**src/rtl/alu_pkg.sv**
```systemverilog
// Shared ALU operation codes, RV32I opcodes and small decode helpers for the issue stage.
package alu_pkg;

    localparam logic [3:0] ALU_ADD  = 4'b0000;
    localparam logic [3:0] ALU_SUB  = 4'b1000;
    localparam logic [3:0] ALU_SLL  = 4'b0001;
    localparam logic [3:0] ALU_SLT  = 4'b0010;
    localparam logic [3:0] ALU_SLTU = 4'b0011;
    localparam logic [3:0] ALU_XOR  = 4'b0100;
    localparam logic [3:0] ALU_SRL  = 4'b0101;
    localparam logic [3:0] ALU_SRA  = 4'b1101;
    localparam logic [3:0] ALU_OR   = 4'b0110;
    localparam logic [3:0] ALU_AND  = 4'b0111;

    localparam logic [6:0] OPC_OP     = 7'b0110011;
    localparam logic [6:0] OPC_OP_IMM = 7'b0010011;
    localparam logic [6:0] OPC_LUI    = 7'b0110111;
    localparam logic [6:0] OPC_AUIPC  = 7'b0010111;
    localparam logic [6:0] OPC_LOAD   = 7'b0000011;
    localparam logic [6:0] OPC_STORE  = 7'b0100011;
    localparam logic [6:0] OPC_JAL    = 7'b1101111;
    localparam logic [6:0] OPC_JALR   = 7'b1100111;

    localparam logic [6:0] F7_BASE = 7'b0000000;
    localparam logic [6:0] F7_ALT  = 7'b0100000;

    // The alternate funct7 encoding only exists for SUB and SRA/SRAI.
    function automatic logic funct7_ok(input logic [6:0] f7, input logic [2:0] f3);
        return (f7 == F7_BASE) || ((f7 == F7_ALT) && ((f3 == 3'b000) || (f3 == 3'b101)));
    endfunction

    // EX/MEM is younger than MEM/WB, so it wins; x0 never forwards.
    function automatic logic [31:0] fwd_operand(
        input logic [4:0]  rs,
        input logic [31:0] rf_data,
        input logic        ex_we,
        input logic [4:0]  ex_rd,
        input logic [31:0] ex_data,
        input logic        wb_we,
        input logic [4:0]  wb_rd,
        input logic [31:0] wb_data
    );
        if (rs == 5'd0)                     return 32'd0;
        else if (ex_we && (ex_rd == rs))    return ex_data;
        else if (wb_we && (wb_rd == rs))    return wb_data;
        else                                return rf_data;
    endfunction

endpackage

```
**src/rtl/imm_gen.sv**
```systemverilog
// Combinational RV32I immediate extraction (I, S and U formats, sign-extended).
module imm_gen (
    input  logic [31:7] instr,
    output logic [31:0] imm_i,
    output logic [31:0] imm_s,
    output logic [31:0] imm_u
);

    assign imm_i = {{20{instr[31]}}, instr[31:20]};
    assign imm_s = {{20{instr[31]}}, instr[31:25], instr[11:7]};
    assign imm_u = {instr[31:12], 12'd0};

endmodule

```
**src/rtl/ex_issue_stage.sv**
```systemverilog
// Decode/operand-select issue stage: forwards rs1/rs2, builds ALU operands and holds
// them in a one-entry valid/ready register toward the ALU stage.
module ex_issue_stage
    import alu_pkg::*;
#(
    parameter int CNT_W = 32
) (
    input  logic             clk,
    input  logic             rst_n,
    input  logic             in_valid,
    output logic             in_ready,
    input  logic [31:0]      instr,
    input  logic [31:0]      pc,
    input  logic [31:0]      rs1_data,
    input  logic [31:0]      rs2_data,
    input  logic             exmem_we,
    input  logic [4:0]       exmem_rd,
    input  logic [31:0]      exmem_data,
    input  logic             memwb_we,
    input  logic [4:0]       memwb_rd,
    input  logic [31:0]      memwb_data,
    input  logic             flush,
    output logic             out_valid,
    input  logic             out_ready,
    output logic [31:0]      A,
    output logic [31:0]      B,
    output logic [3:0]       ALUOp,
    output logic [4:0]       rd,
    output logic             rd_we,
    output logic [31:0]      store_data,
    output logic             illegal,
    output logic [CNT_W-1:0] issue_cnt
);

    logic [6:0]  opcode, funct7;
    logic [2:0]  funct3;
    logic [4:0]  rs1_idx, rs2_idx, rd_idx;
    logic [31:0] rs1_f, rs2_f, imm_i, imm_s, imm_u;
    logic        xfer;

    logic [31:0] a_d, b_d, store_d;
    logic [3:0]  alu_op_d;
    logic        rd_we_d, illegal_d;

    logic             valid_q, rd_we_q, illegal_q;
    logic [31:0]      a_q, b_q, store_q;
    logic [3:0]       alu_op_q;
    logic [4:0]       rd_q;
    logic [CNT_W-1:0] cnt_q;

    assign opcode  = instr[6:0];
    assign rd_idx  = instr[11:7];
    assign funct3  = instr[14:12];
    assign rs1_idx = instr[19:15];
    assign rs2_idx = instr[24:20];
    assign funct7  = instr[31:25];

    assign rs1_f = fwd_operand(rs1_idx, rs1_data, exmem_we, exmem_rd, exmem_data,
                               memwb_we, memwb_rd, memwb_data);
    assign rs2_f = fwd_operand(rs2_idx, rs2_data, exmem_we, exmem_rd, exmem_data,
                               memwb_we, memwb_rd, memwb_data);

    imm_gen u_imm_gen (
        .instr (instr[31:7]),
        .imm_i (imm_i),
        .imm_s (imm_s),
        .imm_u (imm_u)
    );

    assign in_ready = (!valid_q || out_ready) && !flush;
    assign xfer     = in_valid && in_ready;

    // NOTE: every always_comb output gets a default first so no path can infer a latch.
    always_comb begin
        a_d       = '0;
        b_d       = '0;
        store_d   = '0;
        alu_op_d  = ALU_ADD;
        rd_we_d   = 1'b0;
        illegal_d = 1'b0;
        case (opcode)
            OPC_OP: begin
                a_d       = rs1_f;
                b_d       = rs2_f;
                alu_op_d  = {instr[30], funct3};
                rd_we_d   = 1'b1;
                illegal_d = !funct7_ok(funct7, funct3);
            end
            OPC_OP_IMM: begin
                a_d     = rs1_f;
                rd_we_d = 1'b1;
                // Shift immediates carry funct7 in the upper bits; B is the bare shamt.
                if ((funct3 == 3'b001) || (funct3 == 3'b101)) begin
                    b_d       = {27'd0, instr[24:20]};
                    alu_op_d  = (funct3 == 3'b101) ? {instr[30], funct3} : {1'b0, funct3};
                    illegal_d = !funct7_ok(funct7, funct3);
                end else begin
                    b_d      = imm_i;
                    alu_op_d = {1'b0, funct3};
                end
            end
            OPC_LUI: begin
                b_d     = imm_u;
                rd_we_d = 1'b1;
            end
            OPC_AUIPC: begin
                a_d     = pc;
                b_d     = imm_u;
                rd_we_d = 1'b1;
            end
            OPC_LOAD: begin
                a_d     = rs1_f;
                b_d     = imm_i;
                rd_we_d = 1'b1;
            end
            OPC_STORE: begin
                a_d     = rs1_f;
                b_d     = imm_s;
                store_d = rs2_f;
            end
            OPC_JAL, OPC_JALR: begin
                a_d     = pc;
                b_d     = 32'd4;
                rd_we_d = 1'b1;
            end
            default: illegal_d = 1'b1;
        endcase
        if (illegal_d) begin
            a_d      = '0;
            b_d      = '0;
            store_d  = '0;
            alu_op_d = ALU_ADD;
            rd_we_d  = 1'b0;
        end
        if (rd_idx == 5'd0) rd_we_d = 1'b0;
    end

    // NOTE: sequential state uses non-blocking assignments only, so all registers
    // sample the same pre-edge values.
    always_ff @(posedge clk or negedge rst_n) begin
        if (!rst_n) begin
            valid_q   <= 1'b0;
            a_q       <= '0;
            b_q       <= '0;
            alu_op_q  <= ALU_ADD;
            rd_q      <= '0;
            rd_we_q   <= 1'b0;
            store_q   <= '0;
            illegal_q <= 1'b0;
            cnt_q     <= '0;
        end else if (flush) begin
            valid_q <= 1'b0;
        end else if (xfer) begin
            valid_q   <= 1'b1;
            a_q       <= a_d;
            b_q       <= b_d;
            alu_op_q  <= alu_op_d;
            rd_q      <= rd_idx;
            rd_we_q   <= rd_we_d;
            store_q   <= store_d;
            illegal_q <= illegal_d;
            cnt_q     <= cnt_q + CNT_W'(1);
        end else if (out_ready) begin
            valid_q <= 1'b0;
        end
    end

    assign out_valid  = valid_q;
    assign A          = a_q;
    assign B          = b_q;
    assign ALUOp      = alu_op_q;
    assign rd         = rd_q;
    assign rd_we      = rd_we_q;
    assign store_data = store_q;
    assign illegal    = illegal_q;
    assign issue_cnt  = cnt_q;

endmodule

```
**config.mk**
```make
export PLATFORM = sky130hd
export DESIGN_NAME = ex_issue_stage
export DESIGN_NICKNAME = d
export VERILOG_FILES = /design/src/rtl/alu_pkg.sv /design/src/rtl/imm_gen.sv /design/src/rtl/ex_issue_stage.sv
export SDC_FILE = /design/constraint.sdc
export NUM_CORES = 1
export LEC_CHECK = 0
export ABC_AREA = 1
export BUFFER_PORTS_ARGS = -buffer_cell sky130_fd_sc_hd__buf_2
export CORE_MARGIN = 10
export CORE_UTILIZATION = 41
export CTS_BUF_LIST = sky130_fd_sc_hd__clkbuf_4
export CTS_CLUSTER_DIAMETER = 60
export DETAILED_ROUTE_END_ITERATION = 8
export PLACE_DENSITY = 0.7
export SLEW_MARGIN = 20
export SYNTH_ARGS = -nofsm -noshare
export SYNTH_HDL_FRONTEND = slang
export SYNTH_HIERARCHICAL = 1
export SYNTH_SLANG_ARGS = --single-unit
```
**constraint.sdc**
```tcl
create_clock -name clk -period 2.5 [get_ports clk]
set_clock_uncertainty 0.2 [all_clocks]
set_input_delay 0.5 -clock clk [delete_from_list [all_inputs] [get_ports clk]]
set_output_delay 0.5 -clock clk [all_outputs]
set_load 0.02 [all_outputs]
```
==> summary.md <==
| Metric | Value |
|---|---|
| Status | `finished, final reports clean` |
| Fmax | `0.445 GHz` |
| Net Sw Frac | `34.2%` |
| Switching power | `approximately 1.7 mW` |
| Share of synthesized registers carrying an async set or reset | `100%` |
| Routability cong. | `0.955` |
| Final wirelength | `41300 microns` |
| Die height | `176 microns` |
| Tot GR Track Use | `26.0%` |
| Mapped Area | `0.00995 sq mm` |
| Leak pwr | `7.26 nW` |
| Dpl hpwl | `30900 microns` |
| Placed Instance Area | `0.0115 sq mm` |
| Largest net degree at the start of global routing | `67` |
| Post-Layout Inst Area | `0.0122 sq mm` |
| Most common cell in the netlist | `nand2_1` |
| CP bufs+invs | `4` |
| DR vias | `11100` |
| Routed WL per cell | `between 15 and 20 microns` |
| Crit-path max FO | `64` |
| Setup violations, final | `0` |
| Num CTS Buffers | `17` |
| Grt total ovfl | `0` |
| WP data arrival | `2.54 ns` |
| Worst r2r path cells | `8` |
| Final Hold Slack | `0.0545 ns` |
| Pin slew with the least headroom to its limit | `0.773 ns` |
| Tcrit/Tclk final | `89.9%` |
| Worst path depth | `12` |
| Share of cells above drive strength 1 | `23.4%` |
| Final min period | `2.25 ns` |
| EDFF count, synth | `0` |
| Die Area | `a little over 0.03 sq mm` |
| Largest delay share family, worst path | `buffers and inverters` |
| XOR/XNOR share of the synthesized area | `around 2.7%` |
| Slew Viols, Final | `0` |
| Initial Utilization | `a little over two fifths` |
| CTS clk-pin slew, worst paths | `roughly 0.15 ns` |
| Post-synthesis mux area share | `0%` |
| Power Total | `5.08 mW` |
| Port bufs | `349` |
| DRT Pass-1 Iters | `6` |
| Yosys cell types | `30` |
| Post CTS Setup Buffer Count | `0` |
| Final net count | `2045` |
| Max_cap viols | `0` |
| Internal power | `between 3 and 4 mW` |
| Synth warn | `6` |
| Clk sink count | `140` |
| Crit-path most repeated cell | `nand2_1` |
| Sequential fraction of design power | `around 47%` |
| Setup tns final | `0 ns` |
| # H-tree levels | `4` |
| Max incr delay on CP | `0.54 ns` |
| Setup crit end kind | `flop` |
| Unrepaired setup endpoints after global routing | `false` |
| First DRT Iteration DRCs | `1103` |
| Synth Area in Simple Gates | `between 40 and 50%` |
| CTS tree | `built` |
| ANT nets after route | `0` |
| Adder-cell share of the synthesized area | `0.126%` |
| Ports | `350` |
| Startpoint Class | `input pin` |
| Via density | `5.14` |
| Vias in the first global route | `11200` |
| Clock Latency Late Sink | `0.54 ns` |
| R2R Setup Slk | `0.49 ns` |
| Area leader, netlist | `dfrtp_1` |
| Post-synth top cells | `nand2_1 (660), nor2_1 (182), nand3_1 (158), dfrtp_1 (140), buf_4 (103)` |
| FP Rows | `56` |
| Main combinational cell family by area after synthesis | `simple AND/OR/NAND/NOR gates` |
| Synth top area cells | `dfrtp_1 (35%), nand2_1 (25%), nand3_1 (7.9%), buf_4 (7.8%), nor2_1 (6.9%)` |
| Share of the synthesized area in the top cell type | `35.2%` |
| Fin worst setup slack | `between 0.2 and 0.3 ns` |
| First-pass GRT wire length | `63600 microns` |
| Core area | `0.0237 sq mm` |
| Post-synthesis sequential area ratio | `35.2%` |
| # DRC | `0` |
| Gate Count Post-Synth | `about 1600` |
| Die X | `roughly 180 microns` |
| Clock power frac | `about a third` |
| #FFs+latches synth | `140` |
| Final hold viol count | `0` |
| Critical path's slowest cell | `dlygate4sd3_1` |
| Root Driver | `clkbuf_4` |
| Logic gate share of total power | `20.6%` |
| Initial antenna violation count | `2` |
| CP Data Required Time | `2.80 ns` |
| Worst slew margin | `48.5%` |
| Cell Chain, Critical Path | `dlygate4sd3_1, buf_2, nor2_1, nand2_1, nand3_1, nand3_1, nand2_1, nand3_2, inv_2, buf_12, nand2_1, nand2_1` |
| Hold WC Path Type | `input pin to flop` |
| Worst Setup Path Type | `input pin to flop` |
| Syn avg cell area | `6.38 sq um` |
| Clock tree buffer depth | `2` |
| Setup WS pre-CTS | `0.209 ns` |
| Worst IR Drop VDD | `0.298 mV` |
| Compound-gate portion of the synthesized area | `4.53%` |
| Hold Path Cell Cnt | `5` |
| Pwr per Cell Area | `416 mW/mm^2` |
| Area Overhead vs Synth | `22.7%` |
| Post-synth top flop | `dfrtp_1` |
-- final cells by class --
class	count	area, sq um
clock inverters	14	161
multi-input cells	1201	5210
inverters	57	214
flip-flops and latches	140	3500
clock buffers	18	135
repair buffers	418	2580
well taps	319	399
fillers	2504	11500
diodes	3	7.51
-- final timing paths --
path                            endpoint    startpoint
max                                B[11]     instr[13]
min                                A[24]        pc[24]
max reg2reg                issue_cnt[29]  issue_cnt[2]
min reg2reg                        A[16]         A[16]
max in group asynchronous  store_data[5]         rst_n
min in group asynchronous          A[28]         rst_n
-- cells by family after synthesis --
logic type,Yosys count
other,1
AND/OR/NAND/NOR,1070
AO/OA/AOI/OAI,87
adder cells (fa/ha/maj),1
flip-flops,140
XOR/XNOR,31
buffers and inverters,229
-- metal layers --
layer  global-route usage [%]  vias up  part of all wire (%)  wire, microns
met1                     31.5     5104                    41          16800
met3                     7.72       96                   9.0           3720
met4                     8.87        0                   3.2           1330
met5                        0        -                     0              0
li1                         -     5392                     -              -
met2                     43.2      557                    47          19500
-- registers in the layout (all words and copies together), names as in the netlist --
signal	flops
out_valid	1
B	32
rd_we	1
illegal	1
A	32
rd	5
store_data	32
issue_cnt	32
ALUOp	4
-- cell usage in the layout (no fill, tap or decap), drive strengths merged --
cell type / instances
clkbuf: 18
nand2: 661
nor4: 2
buf: 379
nor2: 188
o21ai: 50
xor2: 18
o31ai: 1
clkinvlp: 3
a21boi: 4
inv: 63
xnor2: 13
dfrtp: 140
diode: 3
conb: 12
bufinv: 2
ha: 1
o21a: 1
nand3: 160
a21oi: 31
nand4: 47
dlygate4sd3: 39
clkinv: 3
nand3b: 2
nor3: 10
-- worst min-delay path: cells and delay by family --
family	cells	cell delay [ns]
buffers and inverters	1	0.09
AND/OR/NAND/NOR	4	0.20
-- timing repair --
| item | 4_1_cts | 5_1_grt |
|---|---|---|
| hold endpoints to repair | 177 | 0 |
| hold buffers | 39 | 0 |
| gates resized for setup | 0 | 0 |
-- power groups by stage --
stage	logic (mW)	clock network, mW	registers (mW)
5_1_grt	1.15	1.79	2.41
3_3_place_gp	0.987	0	2.44
3_5_place_dp	0.991	0	2.44
4_1_cts	1.04	1.68	2.40
6_report	1.05	1.64	2.40
2_1_floorplan	0.497	0	2.52
-- stage by stage --
stage	utilization [%]	std cells
final	51.6	2170
after global routing	51.6	2169
after CTS	51.5	2167
after detailed placement	48.6	2096
after global placement	48.6	2096
after floorplan	-	1570
Note: power is estimated with default switching activity, not from simulation.
